==> src/rtl/tva_precision_pkg.sv <==
// Shared precision-code encoding and selector FSM states; the AV multiply
// stage imports the same code constants so both sides agree on meaning.
package tva_precision_pkg;

  typedef logic [3:0] prec_code_t;

  localparam prec_code_t PREC_INT4 = 4'd0;
  localparam prec_code_t PREC_INT8 = 4'd1;
  localparam prec_code_t PREC_FP16 = 4'd2;

  localparam int KEY_W = 15;

  typedef enum logic [2:0] {
    S_IDLE,
    S_LOAD,
    S_SCAN,
    S_CLASSIFY,
    S_DONE
  } sel_state_t;

  // The high threshold wins even when thr_lo > thr_hi, and ties round up.
  function automatic prec_code_t classify_peak(input logic [KEY_W-1:0] peak,
                                               input logic [KEY_W-1:0] hi_key,
                                               input logic [KEY_W-1:0] lo_key);
    if (peak >= hi_key) return PREC_FP16;
    if (peak >= lo_key) return PREC_INT8;
    return PREC_INT4;
  endfunction

endpackage

==> src/rtl/fp16_mag_key.sv <==
// Maps an FP16 value to a 15-bit key whose unsigned order matches magnitude
// order for non-negative values; negatives rank as zero, Inf/NaN saturate.
module fp16_mag_key
  import tva_precision_pkg::*;
(
  input  logic [15:0]      value,
  output logic [KEY_W-1:0] key
);

  always_comb begin
    key = value[14:0];
    if (value[15]) begin
      key = '0;
    end else if (value[14:10] == 5'h1F) begin
      key = '1;
    end
  end

endmodule

==> src/rtl/token_precision_selector.sv <==
// Scans the softmax output one query row per cycle, tracks each key token's
// peak magnitude, then classifies every token into an INT4/INT8/FP16 code.
module token_precision_selector
  import tva_precision_pkg::*;
#(
  parameter int DATA_WIDTH = 16,
  parameter int L          = 8,
  parameter int N          = 1
) (
  input  logic                           clk,
  input  logic                           rst_n,
  input  logic                           start,
  input  logic [DATA_WIDTH*L*N*L-1:0]    A_in,
  input  logic [15:0]                    thr_hi,
  input  logic [15:0]                    thr_lo,
  output logic                           busy,
  output logic                           done,
  output logic                           out_valid,
  output logic [3:0]                     token_precision [L-1:0]
);

  localparam int CNT_W = (L > 1) ? $clog2(L) : 1;

  sel_state_t       state;
  logic [CNT_W-1:0] row_cnt;
  logic [KEY_W-1:0] peak     [L];
  logic [KEY_W-1:0] hi_key;
  logic [KEY_W-1:0] lo_key;
  logic [KEY_W-1:0] hi_key_c;
  logic [KEY_W-1:0] lo_key_c;
  logic [KEY_W-1:0] elem_key [N][L];
  logic [KEY_W-1:0] row_max  [L];
  logic [DATA_WIDTH-1:0] a_mem [L][N][L];

  assign busy = (state != S_IDLE);

  // Snapshot of A so later changes on A_in cannot disturb a pass in flight.
  always_ff @(posedge clk) begin
    if (state == S_LOAD) begin
      for (int l = 0; l < L; l++) begin
        for (int n = 0; n < N; n++) begin
          for (int c = 0; c < L; c++) begin
            a_mem[l][n][c] <= A_in[((l*N*L) + (n*L) + c)*DATA_WIDTH +: DATA_WIDTH];
          end
        end
      end
    end
  end

  fp16_mag_key u_hi_key (.value(thr_hi), .key(hi_key_c));
  fp16_mag_key u_lo_key (.value(thr_lo), .key(lo_key_c));

  for (genvar gn = 0; gn < N; gn++) begin : g_head
    for (genvar gc = 0; gc < L; gc++) begin : g_col
      fp16_mag_key u_key (.value(a_mem[row_cnt][gn][gc]), .key(elem_key[gn][gc]));
    end
  end

  always_comb begin
    for (int c = 0; c < L; c++) begin
      row_max[c] = '0;
      for (int n = 0; n < N; n++) begin
        if (elem_key[n][c] > row_max[c]) row_max[c] = elem_key[n][c];
      end
    end
  end

  always_ff @(posedge clk or negedge rst_n) begin
    if (!rst_n) begin
      state     <= S_IDLE;
      row_cnt   <= '0;
      hi_key    <= '0;
      lo_key    <= '0;
      done      <= 1'b0;
      out_valid <= 1'b0;
      for (int i = 0; i < L; i++) begin
        peak[i]            <= '0;
        token_precision[i] <= PREC_INT4;
      end
    end else begin
      done      <= 1'b0;
      out_valid <= 1'b0;
      case (state)
        S_IDLE: begin
          if (start) state <= S_LOAD;
        end
        S_LOAD: begin
          hi_key  <= hi_key_c;
          lo_key  <= lo_key_c;
          row_cnt <= '0;
          for (int i = 0; i < L; i++) peak[i] <= '0;
          state <= S_SCAN;
        end
        S_SCAN: begin
          for (int i = 0; i < L; i++) begin
            if (row_max[i] > peak[i]) peak[i] <= row_max[i];
          end
          if (row_cnt == CNT_W'(L-1)) begin
            row_cnt <= '0;
            state   <= S_CLASSIFY;
          end else begin
            row_cnt <= row_cnt + CNT_W'(1);
          end
        end
        S_CLASSIFY: begin
          for (int i = 0; i < L; i++) begin
            token_precision[i] <= classify_peak(peak[i], hi_key, lo_key);
          end
          state <= S_DONE;
        end
        S_DONE: begin
          done      <= 1'b1;
          out_valid <= 1'b1;
          state     <= S_IDLE;
        end
        default: state <= S_IDLE;
      endcase
    end
  end

endmodule
==> config.mk <==
export PLATFORM = sky130hd
export DESIGN_NAME = token_precision_selector
export DESIGN_NICKNAME = d
export VERILOG_FILES = /design/src/rtl/tva_precision_pkg.sv /design/src/rtl/fp16_mag_key.sv /design/src/rtl/token_precision_selector.sv
export SDC_FILE = /design/constraint.sdc
export NUM_CORES = 2
export LEC_CHECK = 0
export BUFFER_PORTS_ARGS = -buffer_cell sky130_fd_sc_hd__buf_2
export CORE_AREA = 2 2 420 422
export CTS_CLUSTER_DIAMETER = 40
export DETAILED_ROUTE_END_ITERATION = 8
export DIE_AREA = 0 0 422 424
export PLACE_DENSITY = 0.49
export SYNTH_ARGS = -nofsm -noshare
export SYNTH_HDL_FRONTEND = slang
export SYNTH_SLANG_ARGS = --single-unit
==> constraint.sdc <==
create_clock -name clk -period 90.5 [get_ports clk]
set_clock_uncertainty 0.1 [all_clocks]
set_input_delay 13.575 -clock clk [delete_from_list [all_inputs] [get_ports clk]]
set_output_delay 13.575 -clock clk [all_outputs]
set_load 0.005 [all_outputs]
Word level (Yosys, flattened, before mapping):

Memories as Yosys holds them, arrays and structs flattened.
Index checks and enable logic that the tools add are counted.

* memories: 1
* input port bits: 1059
* word-level logic and storage cells: 209
* RAM bits: 1024
* register bits after elaboration: 189

* eq/ne operators: 25
* reduce and logical (&&, ||, !) cells: 12
* $lt $le $gt $ge: 32
* mux-type cells: 117
* add/sub/neg operators: 1

Memories
* a_mem: words 8, width 128, read ports 1, clocked after Yosys merged registers in 0, wr ports 8, line token_precision_selector.sv:33 `logic [DATA_WIDTH-1:0] a_mem [L][N][L];`

Operators with widths (number)
* $mux W15: 36
* $ge A15 B15 Y1: 16
* $pmux W120 S2: 1
* $mux W4: 32
* $gt A15 B1 Y1 const B: 8
* $gt A15 B15 Y1: 8
* $eq A5 B5 Y1 const B: 10
* $mux W1: 43
* $ne A2 B2 Y1 const B: 10
* $reduce_and A2 Y1: 9
* $pmux W3 S4: 1
* $mux W3: 3
* $eq A3 B2 Y1 const B: 2
* $eq A3 B3 Y1 const B: 2
* $pmux W3 S2: 1
* $add A3 B1 Y3 const B: 1
* $eq A3 B1 Y1 const B: 1
* $logic_not A3 Y1: 1
* $reduce_bool A3 Y1: 1
* $reduce_bool A2 Y1: 1

Logic depth before layout (Yosys ltp):

An unclocked memory read counts as a cell.

* word-level depth: 9
* gate-level depth with buffers: 20
* depth with buffers taken out: 15

Hierarchy:

From an unflattened synthesis, not the netlist that was laid out.

* cell total of the unflattened synthesis: 3389
* area total of the unflattened synthesis: 55119.1 µm²

By module, submodules not included
* token_precision_selector: cells an instance 3099, times used 1, seq. area each 35078.6 µm², area an instance 53379.9 µm²
* fp16_mag_key: cells an instance 29, times used 10, seq. area each 0.0 µm², area an instance 173.9 µm²

Least setup slack after synthesis:

OpenSTA, ideal clock, no wires.

* path kind: flip-flop to flip-flop
* start point: register state[1]
* end point: register hi_key[10]
* stages on the path, launching flop included: 7
* library setup time: 1.333 ns
* period minus slack after synthesis: 31.283 ns
* data arrival time: 29.849 ns
* setup slack: 59.217 ns
* cell sequence: dfrtp_1 -> or3b_2 -> clkbuf_1 -> clkinv_1 -> clkbuf_1 -> clkbuf_1 -> o21ai_0

* word-level cells in the longest chain between the ends: 1

Ends and longest elaborated chain
* start: declaration: line token_precision_selector.sv:24 `sel_state_t state;`
* start signal: assignment: line token_precision_selector.sv:70 `state <= S_IDLE;`
* start signal: assignment: line token_precision_selector.sv:85 `if (start) state <= S_LOAD;`
* start signal: assignment: line token_precision_selector.sv:92 `state <= S_SCAN;`
* $eq A3 B1 Y1: line token_precision_selector.sv:83 `case (state)`
* end signal: assignment: line token_precision_selector.sv:88 `hi_key <= hi_key_c;`
* end: declaration: line token_precision_selector.sv:27 `logic [KEY_W-1:0] hi_key;`

Every way passes these cells.
A chain may end at the register's enable or synchronous reset.

Worst setup path after layout:

* start point: register state[1]
* end point: output port busy

* word-level cells in the longest chain between the ends: 1

Ends and longest elaborated chain
* $reduce_bool A3 Y1: line token_precision_selector.sv:35 `assign busy = (state != S_IDLE);`
* end: declaration: line token_precision_selector.sv:16 `output logic busy,`

Every way passes these cells.

==> flow_summary.ini <==
[power_and_ir_drop]
power_density_nw_per_um2 = 35.98
leakage_uw = 0.02767
switchingPower_uw = 887.4
p_seq_share_pct = 32.6
power_frac_clock_pct = 32.2
peakVddDrop_v = 0.00002157
combPwrFrac_pct = 35.2
power_switching_share_pct = 35.17
internal-power_uw = 1635

[sta]
timing.setup.tns_ps = 0
finalSetupViolCount = 0
timing.final.crit_share_pct = 17.09
hold_viol = 0
tightestPinTransition_ps = 1129
fmax_mhz = 64.66
final_max_slew_viol_count = 0
period_needed_ps = 15470
maxSlewHeadroom_pct = 24.73
rsz0062_at_grt = false

[critical_path]
cp_max_fo = 7
reg2regPathDepth = 14
reg2reg_setup_slack_ps = 84080
arrival_ps = 1790
r2r_end = peak[118]
critPathLaunchType = register
required_ps = 76820
worstSetupPathType = reg -> out
cp_slowest_cell = dfrtp_1
endpoint = busy
crit_start = state[1]
timing.rr.start = row_cnt[1]
crit_path_end_kind = primary output
max_stage_delay_ps = 440
worstPathCellList = or3_1, buf_2

[clock_network]
holdBufCountCts = 0
clk_latency_ps = 840
root_buffer = clkbuf_16
cts.clk_slew.worst_paths_ps = 50
cts_sinks = 1197
htreeDepth = 4
clock_path_buffers = 3
cts_setup_buffers = 0
cts_tree = done
post_cts_resized = 0
numCtsBuffers = 206

[cells_and_area]
final_cell_mix = buf_2, edfxtp_1, ha_1
stdcell_area_um2 = 70120
drive_above_1_share_pct = 38.96
final_nets = 5961
nFillCells = 16370
area_growth_pct = 28.19
mostFrequentLayoutCell = buf_2

[drt]
totalWireLength_um = 182800
ant_nets = 0
vias_per_cell = 4.828
wl_per_cell_um = 25.75
drt-pass1-iter-count = 5
dr_total_vias = 34270
first_iter_violations = 2467
drc_errors = 0

[placed_design]
dp_hpwl_um = 135800
gp_congestion = 0.8695
io_buffers = 1077
dpl_cell_area_um2 = 62670

[grt]
use_met1_pct = 23.97
grt_pass1_vias = 35970
grt_max_degree = 192
grt_pass1_wl_um = 256100
grt_use_total_pct = 20.07
grt_busiest_layer = met2
grt_overflow = 0
antenna_found_initial = 82
gr-usage-met3_pct = 5.462
use_met2_pct = 34.87

[yosys]
ys_warn_count = 0
async_reset_ff_share_pct = 14.45
synth-seq-area-share_pct = 64.13
synth_ff_type = edfxtp_1
synth_edf_count = 1024
ys_types = 77
avgSynthCellArea_um2 = 16.42
synthCells = 3331
ys_seq_elements = 1197
mappedNetlistArea_um2 = 54700

[floorplan]
die_w_um = 422
start_util_pct = 31.27
die_h_um = 424
boundaryPins = 1094
num_rows = 154
dieArea_um2 = 178900
core_um2 = 175000

[flow_run]
maxCapViolCount = 0

[worst_hold_path]
hold_class = reg -> reg
holdPathStages = 2

[outcome]
status = complete, no violations
power by group through the flow:
stage          Combinational (uW)  Clock, uW  Sequential (uW)
2_1_floorplan                 618          0              988
3_3_place_gp                  901          0              832
3_5_place_dp                  909          0              834
4_1_cts                       913        829              825
5_1_grt                       990        856              835
6_report                      888        812              823
worst min path at each step:
stage	slack, ps	startpoint	to
3_5_place_dp	370	hi_key[9]	hi_key[9]
6_report	380	hi_key[5]	hi_key[5]
5_1_grt	400	lo_key[6]	lo_key[6]
3_3_place_gp	370	lo_key[4]	lo_key[4]
4_1_cts	380	token_precision[20]	token_precision[20]
2_1_floorplan	350	hi_key[1]	hi_key[1]
critical path, delay by kind of cell, from the launching register on:
kind / cells / cell delay, ps
simple gates: 1 / 390
flops: 1 / 440
buf+inv: 1 / 170
cells in the mapped netlist, drive strengths merged (3+ instances only):
cell / n / area, um^2
o2bb2ai: 31 / 271.5
a211o: 8 / 70.07
a21boi: 4 / 30.03
nand3b: 13 / 97.59
mux4: 252 / 5705
and4: 10 / 87.58
a21oi: 110 / 588.1
nand3: 31 / 167.7
a211oi: 42 / 377.9
dfrtp: 173 / 4329
a2111oi: 9 / 85.08
o211ai: 19 / 142.6
nor2b: 33 / 209.0
a21o: 49 / 367.9
a41oi: 6 / 52.55
a31oi: 16 / 106.4
inv: 185 / 694.4
mux2: 64 / 728.2
a221o: 9 / 90.09
nand2b: 11 / 68.82
o31ai: 27 / 202.7
ha: 362 / 4529
a32oi: 3 / 26.28
a22o: 24 / 210.2
nand4: 54 / 337.8
or2: 4 / 25.02
o21a: 30 / 225.2
nor4: 5 / 37.53
o32ai: 3 / 26.28
buf: 110 / 754.5
edfxtp: 1024 / 30750
or3: 3 / 18.77
nor3: 17 / 85.08
a221oi: 3 / 26.28
and2: 38 / 237.7
nor2: 180 / 688.2
mux2i: 89 / 915.9
clkbuf: 30 / 112.6
o2111ai: 8 / 70.07
nand2: 137 / 526.8
and3: 6 / 37.54
o21ai: 80 / 434.2
flip-flops by register name, indices dropped and copies added, names as in the netlist:
signal,count
state,3
token_precision,16
a_mem,1024
row_cnt,3
hi_key,15
out_valid,1
peak,120
lo_key,15
through the flow:
stage / instances / power, uW / hold WS (ps) / utilization, % / setup slack, ps
global route: 7089 / 2680 / 402.0 / 40.07 / 74930
detailed placement: 6672 / 1743 / 369.6 / 35.82 / 74470
finish: 7098 / 2523 / 376.9 / 40.08 / 75030
global placement: 6672 / 1733 / 365.5 / 35.82 / 74500
CTS: 7060 / 2567 / 382.5 / 40.02 / 74940
floorplan: 3346 / 1606 / 348.5 / - / 59220
kinds of logic after synthesis:
group | Yosys count | synth area share (%)
and+or+nand+nor | 547 | 4.877
other | 1 | 0.006855
muxes | 405 | 13.44
DFF | 1197 | 64.13
adders and majority gates | 362 | 8.280
buffers and inverters | 327 | 2.868
AOI/OAI and AO/OA | 492 | 6.405
layer usage:
| metal | part of all wire (%) | vias up | wire (um) |
|---|---|---|---|
| met1 | 39 | 16920 | 72140 |
| met2 | 50 | 1192 | 92270 |
| met3 | 6.7 | 363 | 12320 |
| met4 | 3.1 | 68 | 5631 |
| met5 | 0.22 | - | 409 |
| li1 | - | 15730 | - |
final cells by class:
cell class	count	area (um^2)	share of cell area, %
multi-input cells	1822	18130	25.85
clock inverters	157	2071	2.953
inverters	187	714.4	1.019
well taps	2340	2928	4.175
flip-flops and latches	1197	35090	50.04
repair buffers	1126	5804	8.278
clock buffers	231	5289	7.543
diodes	38	95.09	0.1356
Power figures use the tool's default switching activity.
